**config.mk**
```make
export PLATFORM = sky130hd
export DESIGN_NAME = us_timer
export DESIGN_NICKNAME = d
export VERILOG_FILES = /design/src/rtl/us_timer_pkg.sv /design/src/rtl/us_timer.sv
export SDC_FILE = /design/constraint.sdc
export NUM_CORES = 1
export LEC_CHECK = 0
export CORE_UTILIZATION = 52
export CTS_BUF_LIST = sky130_fd_sc_hd__clkbuf_16
export CTS_CLUSTER_SIZE = 30
export DETAILED_ROUTE_END_ITERATION = 16
export GPL_TIMING_DRIVEN = 0
export PLACE_DENSITY = 0.78
export SETUP_SLACK_MARGIN = 0.05
export SLEW_MARGIN = 20
export SYNTH_ARGS = -nofsm -noshare
export SYNTH_HDL_FRONTEND = slang
export SYNTH_SLANG_ARGS = --single-unit
```
**constraint.sdc**
```tcl
create_clock -name clk_sys -period 3 [get_ports clk_sys]
set_input_delay 0.6 -clock clk_sys [delete_from_list [all_inputs] [get_ports clk_sys]]
set_output_delay 0.6 -clock clk_sys [all_outputs]
set_load 0.01 [all_outputs]
```
**src/rtl/us_timer_pkg.sv**
```systemverilog
// Shared constants for the microsecond timer: state encoding, default widths
// and the run-mode values sampled with start.
package us_timer_pkg;

    typedef enum logic {
        ST_IDLE = 1'b0,
        ST_RUN  = 1'b1
    } state_e;

    localparam int CNT_W = 16;
    localparam int TCK_W = 8;

    localparam logic MODE_ONE = 1'b0;
    localparam logic MODE_PER = 1'b1;

endpackage : us_timer_pkg

```
**src/rtl/us_timer.sv**
```systemverilog
// Programmable microsecond down-counter. It consumes the 1 us strobe, supports
// one-shot and periodic expiry, and keeps a wrapping count of ticks since start.
// Within a cycle stop beats start, and start beats the strobe.
module us_timer
    import us_timer_pkg::*;
#(
    parameter int CNT_W = us_timer_pkg::CNT_W,
    parameter int TCK_W = us_timer_pkg::TCK_W
) (
    input  logic             clk_sys,
    input  logic             rst_n,
    input  logic             pluse_us,
    input  logic             start,
    input  logic             stop,
    input  logic             mode,
    input  logic [CNT_W-1:0] load_val,
    output logic             busy,
    output logic             tick,
    output logic [CNT_W-1:0] cnt_now,
    output logic [TCK_W-1:0] tick_cnt,
    output logic             rej
);

    localparam logic [CNT_W-1:0] CNT_ONE = {{(CNT_W-1){1'b0}}, 1'b1};
    localparam logic [TCK_W-1:0] TCK_ONE = {{(TCK_W-1){1'b0}}, 1'b1};

    state_e             state_q,    state_d;
    logic [CNT_W-1:0]   cnt_q,      cnt_d;
    logic [CNT_W-1:0]   reload_q,   reload_d;
    logic               mode_q,     mode_d;
    logic [TCK_W-1:0]   tick_cnt_q, tick_cnt_d;
    logic               tick_q,     tick_d;
    logic               rej_q,      rej_d;

    // Next-state decode; the expiry branch also covers cnt_q == 0 so a
    // corrupted zero count in RUN cannot wrap to all-ones.
    always_comb begin
        state_d    = state_q;
        cnt_d      = cnt_q;
        reload_d   = reload_q;
        mode_d     = mode_q;
        tick_cnt_d = tick_cnt_q;
        tick_d     = 1'b0;
        rej_d      = 1'b0;

        if (stop) begin
            state_d = ST_IDLE;
            cnt_d   = '0;
        end else if (start) begin
            if (load_val != '0) begin
                state_d    = ST_RUN;
                cnt_d      = load_val;
                reload_d   = load_val;
                mode_d     = mode;
                tick_cnt_d = '0;
            end else begin
                rej_d = 1'b1;
            end
        end else if (state_q == ST_RUN && pluse_us) begin
            if (cnt_q > CNT_ONE) begin
                cnt_d = cnt_q - CNT_ONE;
            end else begin
                tick_d     = 1'b1;
                tick_cnt_d = tick_cnt_q + TCK_ONE;
                if (mode_q == MODE_PER) begin
                    cnt_d = reload_q;
                end else begin
                    state_d = ST_IDLE;
                    cnt_d   = '0;
                end
            end
        end
    end

    // State and datapath registers; reset clears everything immediately.
    always_ff @(posedge clk_sys or negedge rst_n) begin
        if (!rst_n) begin
            state_q    <= ST_IDLE;
            cnt_q      <= '0;
            reload_q   <= '0;
            mode_q     <= MODE_ONE;
            tick_cnt_q <= '0;
            tick_q     <= 1'b0;
            rej_q      <= 1'b0;
        end else begin
            state_q    <= state_d;
            cnt_q      <= cnt_d;
            reload_q   <= reload_d;
            mode_q     <= mode_d;
            tick_cnt_q <= tick_cnt_d;
            tick_q     <= tick_d;
            rej_q      <= rej_d;
        end
    end

    assign busy     = (state_q == ST_RUN);
    assign tick     = tick_q;
    assign cnt_now  = cnt_q;
    assign tick_cnt = tick_cnt_q;
    assign rej      = rej_q;

endmodule : us_timer

```
# ---- After elaboration in Yosys (flattened, before gate mapping)
# Index checks and enable logic that the tools add are counted.
dict set report classes {
  addsub 2
  order_cmp 1
  mux 23
  eq_ne 5
  reduce_logical 8
  bitwise_logic 1
}
# op n
set op_table {}
lappend op_table {{$mux 16} 6}
lappend op_table {{$mux 8} 4}
lappend op_table {{$gt 16x1->1 const B} 1}
lappend op_table {{$reduce_bool 16->1} 1}
lappend op_table {{$sub 16x1->16 const B} 1}
lappend op_table {{$mux 1} 13}
lappend op_table {{$add 8x1->8 const B} 1}
lappend op_table {{$reduce_and 4->1} 2}
lappend op_table {{$ne 3x3->1 const B} 2}
lappend op_table {{$ne 3x1->1 const B} 1}
lappend op_table {{$reduce_and 3->1} 1}
lappend op_table {{$reduce_bool 3->1} 1}
lappend op_table {{$ne 2x1->1 const B} 1}
lappend op_table {{$ne 2x2->1 const B} 1}
lappend op_table {{$reduce_and 2->1} 1}
lappend op_table {{$reduce_bool 2->1} 1}
lappend op_table {{$logic_and 1x1->1} 1}
lappend op_table {{$not 1->1} 1}
dict set report word_totals {
  regBits 44
  input_bits 22
  word_cells 47
}

# ---- Logic depth before layout (Yosys ltp)
dict set report depth {
  depth_word 5
  depth_mapped 7
  ltp_nobuf 7
}

# ---- Least setup slack after synthesis
# No wires, ideal clock.
dict set report synth_timing {
  path_kind {flip-flop to flip-flop}
  startpoint {reg cnt_q[0] (netlist: cnt_now[0])}
  endpoint {reg cnt_q[10] (netlist: cnt_now[10])}
  setup_ps 127
  arrival_time_ps 1986
  path_stages_with_launch 8
  slack_ps 887
  period_less_slack_ps 2113
  required_ps 2873
  cell_sequence {dfrtp_1 -> inv_1 -> ha_1 -> or4b_1 -> or4_1 -> xor2_1 -> nor3_1 -> nand3b_1}
}
dict set report synth_via {
  elab_chain_cells 5
  word_cells_on_any_way 6
  cone_classes {add/sub (1); order compare (1); mux (4)}
}
# element line_no
set synth_lines {}
lappend synth_lines {{start: declaration} us_timer.sv:28} ;# logic [CNT_W-1:0] cnt_q, cnt_d;
lappend synth_lines {{start signal: assignment} us_timer.sv:87} ;# cnt_q <= cnt_d;
lappend synth_lines {{$sub 16x1->16 / $gt 16x1->1 (equally long branches)} {us_timer.sv:61, us_timer.sv:60}}
lappend synth_lines {{$mux 16 (*)} us_timer.sv:60} ;# if (cnt_q > CNT_ONE) begin
lappend synth_lines {{$mux 16 (*)} us_timer.sv:59} ;# end else if (state_q == ST_RUN && pluse_us) begin
lappend synth_lines {{$mux 16 (*)} us_timer.sv:49} ;# end else if (start) begin
lappend synth_lines {{$mux 16 (*)} us_timer.sv:46} ;# if (stop) begin
# Every way passes the cells marked *; elsewhere a longest branch is shown, timed or not. The select of a mux whose other input is x is not followed.
# A chain may end at the register's enable or synchronous reset.

# ---- Worst setup path after layout
dict set report layout_timing {
  startpoint {in load_val[6]}
  endpoint {reg tick_cnt_q[6] (netlist: tick_cnt[6])}
}
dict set report layout_via {
  elab_chain_cells 3
}
# element line_no
set layout_lines {}
lappend layout_lines {{start: declaration} us_timer.sv:16} ;# input logic [CNT_W-1:0] load_val,
lappend layout_lines {{$reduce_bool 16->1} us_timer.sv:50} ;# if (load_val != '0) begin
lappend layout_lines {{$ne 2x1->1 (no source line)} --}
lappend layout_lines {{$reduce_and 4->1 (no source line)} --}
lappend layout_lines {{end signal: assignment} us_timer.sv:90} ;# tick_cnt_q <= tick_cnt_d;
lappend layout_lines {{end: declaration} us_timer.sv:31} ;# logic [TCK_W-1:0] tick_cnt_q, tick_cnt_d;
# No other way between the ends.

==> impl_metrics.toml <==
[timing]
worst_pin_slew_ns = 0.851
relSlewSlack_pct = 43.1
max_freq_mhz = 365
fin_crit_ns = 2.74
finalCritPeriodShare_pct = 91.2
hold_viol_final = 0
rsz0062_at_grt = "no"
setup-violations-final = 0
final.setup.tns_ns = 0
hold_ws_ns = 0.263
skew_ns = 0.00849
drv_slew = 0

[critical_path]
critPathRequiredTime_ns = 3.22
crit_top_cell = "nor2_1"
critPathMaxFanout = 10
critPathKind = "primary input to flop"
end_kind = "flop"
arrival_ns = 2.95
cp-start-kind = "primary input"
crit_path_max_incr_delay_ns = 0.53
path_buf_inv = 2
crit_family = "simple AND/OR/NAND/NOR gates"
path_cells = "clkdlybuf4s50_1, nor4_1, a41o_1, and2_1, clkbuf_1, nor2_1, nor2_1"
critPathSlowestCell = "nor4_1"

[synth]
synth_fp_nets = 299
syn_avg_cell_area_um2 = 9.34
synth_cell_types = 52
synth.ff_latch_count = 44
synth_ff_type = "dfrtp_1"
synth_seq_area_share_pct = 43.0
syn-instance-count = 274
syn_area_um2 = 2560
yosys_warnings = 0
synth_edf_count = 0
synth-async-reset-ratio_pct = 100

[floorplan]
dieHeight_um = 72.1
dieWidth_um = 72.1
dieArea_um2 = 5200
rows = 25
initial_utilization_pct = 54.2
num_io_pins = 49
core_um2 = 4720

[global_routing]
top_usage_layer = "met2"
grt_pass1_vias = 2288
grt-ovfl-total = 0
grtUsageMet1_pct = 44.0
use_met3_pct = 5.56
grt_max_degree = 28
track_usage_pct = 30.2
grt_pass1_wl_um = 11800
grt.met2_usage_pct = 45.8
grt_antenna_before_repair = 0

[finish]
final_area_um2 = 3290
layout-drive-gt1-share_pct = 7.60
area_growth_pct = 28.4
nets = 353
final_util_pct = 69.6
diodes = 0

[clock_network]
cts-root-buf = "clkbuf_16"
cts.path.max_buffers = 2
holdBufCountCts = 0
path_clk_slew_ns = 0.06
clock_latency_ns = 0.29
cts_buffers = 5
cts_tree = "built"
htree_levels = 2
cts.repair.resized = 0
post_cts_buffers = 0
cts.sinks = 44

[routing]
wl_um = 7380
vias = 2454
dr.pass1.iters = 5
drcViolationCount = 0
drt_iter0_markers = 264
ant_nets = 0
vias_per_cell = 6.20
wl_per_cell_um = 18.6

[power_and_ir_drop]
power_mw = 1.74
peakVddDrop_v = 0.000318
powerDensity_nw_per_um2 = 529
p_leak_nw = 1.37

[placement]
io_buffers = 46
dpl.hpwl_um = 5160
place_area_um2 = 3120
place.gp.congestion = 0.940

[worst_hold_path]
min_path_type = "primary input to async pin"

[job]
cap_violations = 0

[status]
status = "complete, no violations"
worst reg2reg max path, cell delays in order, from the launching register on:
cell	delay (ns)
dfrtp_1	0.44
inv_1	0.12
ha_1	0.31
nor3b_1	0.74
nand3_1	0.25
o31a_1	0.29
nor3_1	0.20
o31ai_1	0.10
per-layer routing:
layer	up-vias	routed length, um
met4	0	103
li1	1121	-
met3	18	616
met2	144	3330
met1	1171	3330
met5	-	0
where the power goes:
group | internal [mW] | switching [mW] | total, mW
Sequential | 0.646 | 0.0584 | 0.704
Combinational | 0.179 | 0.233 | 0.411
Clock | 0.391 | 0.231 | 0.622
Total | 1.22 | 0.522 | 1.74
placed cells by master, fill, tap and decap left out, drive strengths merged, types with 3 or more instances in the layout:
cell type,synthesis,routed
nand2,46,46
clkdlybuf4s50,0,45
dfrtp,44,44
nor2,19,19
clkbuf,13,18
nand3,15,15
nor3,13,13
nor4,10,10
nand4,9,9
xnor2,9,9
o21ai,9,9
a22o,8,8
inv,6,6
buf,4,6
a22oi,5,5
a31oi,4,4
xor2,4,4
a32oi,4,4
o31ai,4,4
and2,3,3
or4,3,3
mux2i,3,3
o211ai,3,3
a21boi,3,3
ha,3,3
worst paths after layout:
| check | start | to | slack, ns | cells past startpoint |
|---|---|---|---|---|
| min in group clk_sys | reload_q[0]$_DFFE_PN0P_ | reload_q[0]$_DFFE_PN0P_ | 0.48 | 2 |
| worst max-delay path | load_val[6] | tick_cnt[6]$_DFFE_PN0P_ | 0.26 | 7 |
| worst max register to register | cnt_now[1]$_DFFE_PN0P_ | cnt_now[14]$_DFFE_PN0P_ | 0.43 | 7 |
| worst min-delay path | rst_n | reload_q[2]$_DFFE_PN0P_ | 0.26 | 1 |
| worst min register to register | reload_q[0]$_DFFE_PN0P_ | reload_q[0]$_DFFE_PN0P_ | 0.48 | 2 |
| max in group asynchronous | rst_n | reload_q[8]$_DFFE_PN0P_ | 2.24 | 2 |
Yosys cell counts (3+ instances only):
cell type	count	area share [%]
a32oi_1	4	1.4
nor2_1	18	2.6
o31ai_1	3	0.88
a22oi_1	5	1.5
nand3_1	15	2.9
xor2_1	4	1.4
o21ai_0	6	1.2
clkbuf_1	13	1.9
or4_1	3	0.88
o211ai_1	3	0.88
and2_1	3	0.73
a22o_1	8	2.7
nor4_1	7	1.7
xnor2_1	9	3.1
inv_1	6	0.88
nand2_1	46	6.7
a21boi_1	3	0.88
mux2i_1	3	1.2
buf_6	4	1.8
a31oi_1	4	0.98
nor3_1	11	2.2
ha_1	3	1.5
dfrtp_1	44	43
nand4_1	9	2.2
o21ai_1	3	0.59
metrics by stage:
step,setup slack (ns),cells
global route,0.185,396
CTS,0.342,396
finish,0.264,396
floorplan,0.887,274
global placement,0.0753,387
detailed placement,0.0629,388
cells by family after synthesis:
family	share of synthesized area (%)
AOI/OAI and AO/OA	17.9
xor gates and xnor gates	4.45
adders and majority gates	1.47
buffers and inverters	4.55
DFF	43.0
muxes	2.05
and+or+nand+nor	26.6
cell type report:
class,count,area [um^2]
clock inverters,3,42.5
clock buffers,5,125
multi-input cells,207,1340
inverters,6,22.5
plain buffers,17,93.8
well taps,67,83.8
flip-flops and latches,44,1100
repair buffers,47,475
fillers,379,1440
sequential cells by signal, indices dropped and copies added (netlist names):
register	count
cnt_now	16
reload_q	16
tick_cnt	8
busy	1
mode_q	1
rej	1
tick	1
(Power assumes the default switching activity.)
==> RTL change, RTL diff (config.mk and constraints unchanged) <==
`TCK_W`: 8 -> 6.
--- a/src/rtl/us_timer_pkg.sv
+++ b/src/rtl/us_timer_pkg.sv
@@ -8,7 +8,7 @@
     } state_e;
 
     localparam int CNT_W = 16;
-    localparam int TCK_W = 8;
+    localparam int TCK_W = 6;
 
     localparam logic MODE_ONE = 1'b0;
     localparam logic MODE_PER = 1'b1;
Ports: changed (resized tick_cnt); port bits go from 49 to 47. The function was not compared with the original's and may differ.
==> RTL change against the original RTL <==
Critical path depth did not move. Global-route usage barely moved. Total power fell by 5.4%. Final area fell by 7.3%. Hold slack got worse by 0.030 ns. Wire length fell by 6.4%. Count of clock-buffer cells in the layout did not move. Area after synthesis fell by 7.5%. Sequential share of layout area rose by 0.99 points. Sequential cell count fell by 2. Setup slack got worse by 0.036 ns. Largest cell class unchanged. Highest routed layer unchanged.
==> RTL change: results (changes against the original RTL) <==
----------------------------------------------------
[Pwr]
  Max rail drop VDD ... 310 uV (was 318 uV)
  Sequential power ... 699 uW (was 704 uW)
  Clk power ... 510 uW (was 622 uW)
  Leakage power total ... 1.26 nW (was 1.37 nW)
  Switching Fraction ... 0.313 (was 0.300)

[Synthesis]
  Post-Synthesis Net Count ... 283 (was 299)
  Synthesized-area fraction occupied by adder cells ... 0.0159 (was 0.0147)
  Synth Area in XOR/XNOR ... 0.0259 (was 0.0445)
  Compound-gate portion of the synthesized area ... 0.254 (was 0.179)
  Mux share of post-synthesis cell area ... 0.00476 (was 0.0205)
  Dominant register cell in the synthesized netlist ... dfrtp_1 (unchanged)
  Synthesized area per cell ... 9.17 sq um (was 9.34 sq um)
  Fraction of the yosys area taken by sequential cells ... 0.444 (was 0.430)
  Biggest area contributors in the synthesized netlist ... dfrtp_1 44%, nand2_1 5.1%, a31oi_1 2.9% (was dfrtp_1 43%, nand2_1 6.7%, xnor2_1 3.1%)
  Leading post-synthesis cells by instance count ... 42 x dfrtp_1, 32 x nand2_1, 18 x nor2_1 (was 46 x nand2_1, 44 x dfrtp_1, 18 x nor2_1)

[Placement]
  Detailed placer's ending HPWL ... 4950 um (was 5160 um)
  Instance count after placement with tap cells included ... 357 (was 388)
  Post-placement setup slack ... -0.147 ns (was 0.0629 ns)
  Final estimated routing congestion in global placement ... 0.931 (was 0.940)
  Placed instance area ... 2910 sq um (was 3120 sq um)

[Outcome]
  Run status ... completed (unchanged)

[Cells and area]
  Fill cells ... 357 (was 379)
  Net count of the finished layout ... 337 (was 353)
  Share of layout cells above drive strength 1 ... 0.0639 (was 0.0760)
  Final cell count without fillers ... 365 (was 396)

[Global route]
  Maximum number of pins on one net before global-route repair ... 27 (was 28)
  Vias in the first global route ... 2,295 (was 2,288)
  Wire length of the first global-routing pass ... 11,300 um (was 11,800 um)
  GRT Overall Usage ... 0.301 (was 0.302)

[Critical path]
  Reg-to-Reg End ... cnt_now[13] (was cnt_now[14])
  Worst Path Arrival ... 2.96 ns (was 2.95 ns)
  CP Launch Point ... load_val[11] (was load_val[6])
  Capturing instance or port of the critical path ... cnt_now[5] (was tick_cnt[6])
  Cell with the largest stage delay on the worst path ... a211oi_2 (was nor4_1)
  Delay of the slowest cell on the worst path ... 0.56 ns (was 0.53 ns)
  Worst-path maximum fanout ... 10 (unchanged)
  Worst reg2reg setup slack ... 0.49 ns (was 0.43 ns)
  Source of the worst register-to-register timing path ... cnt_now[0] (was cnt_now[1])
  Family of cells with the greatest summed delay on the critical path ... compound AO/OA/AOI/OAI gates (was simple AND/OR/NAND/NOR gates)

[Timing]
  Maximum clock skew at final layout ... 0.00304 ns (was 0.00849 ns)
  Worst slew margin ... 0.462 (was 0.431)
  Hold slack final ... 0.233 ns (was 0.263 ns)
  Period utilisation layout ... 0.924 (was 0.912)

[Route]
  Total wire length ... 6910 um (was 7380 um)
  Length of the first detailed-routing pass in iterations ... 4 (was 5)
  Detailed router's first-iteration violation count ... 204 (was 264)
  Vias/cell ... 6.48 (was 6.20)

----------------------------------------------------
[RTL change: cell count changes in the layout (fill, tap and decap cells not counted), moves of 5 or more]
cell,unedited run,this run
nand2_1,46,32
a21oi_1,2,13
nand3_1,15,6
nor3_1,11,3
a31oi_1,4,11
nand4_1,9,4
xnor2_1,9,4
[RTL change: metal layers]
layer | GRT usage | vias up | routed length [um]
li1 | - | 1076 | -
met1 | 0.398 | 1138 | 2840
met2 | 0.495 | 129 | 3310
met3 | 0.0494 | 24 | 557
met4 | 0.120 | 0 | 205
met5 | 0 | - | 0
[RTL change: final cells by class]
| type | instances | area, sq um | area share |
|---|---|---|---|
| multi-input cells | 191 | 1210 | 0.399 |
| flip-flops and latches | 42 | 1050 | 0.345 |
| repair buffers | 47 | 475 | 0.156 |
| clock buffers | 5 | 125 | 0.0411 |
| plain buffers | 16 | 68.8 | 0.0226 |
| well taps | 52 | 65.1 | 0.0214 |
| inverters | 9 | 33.8 | 0.0111 |
| clock inverters | 3 | 12.5 | 0.00411 |
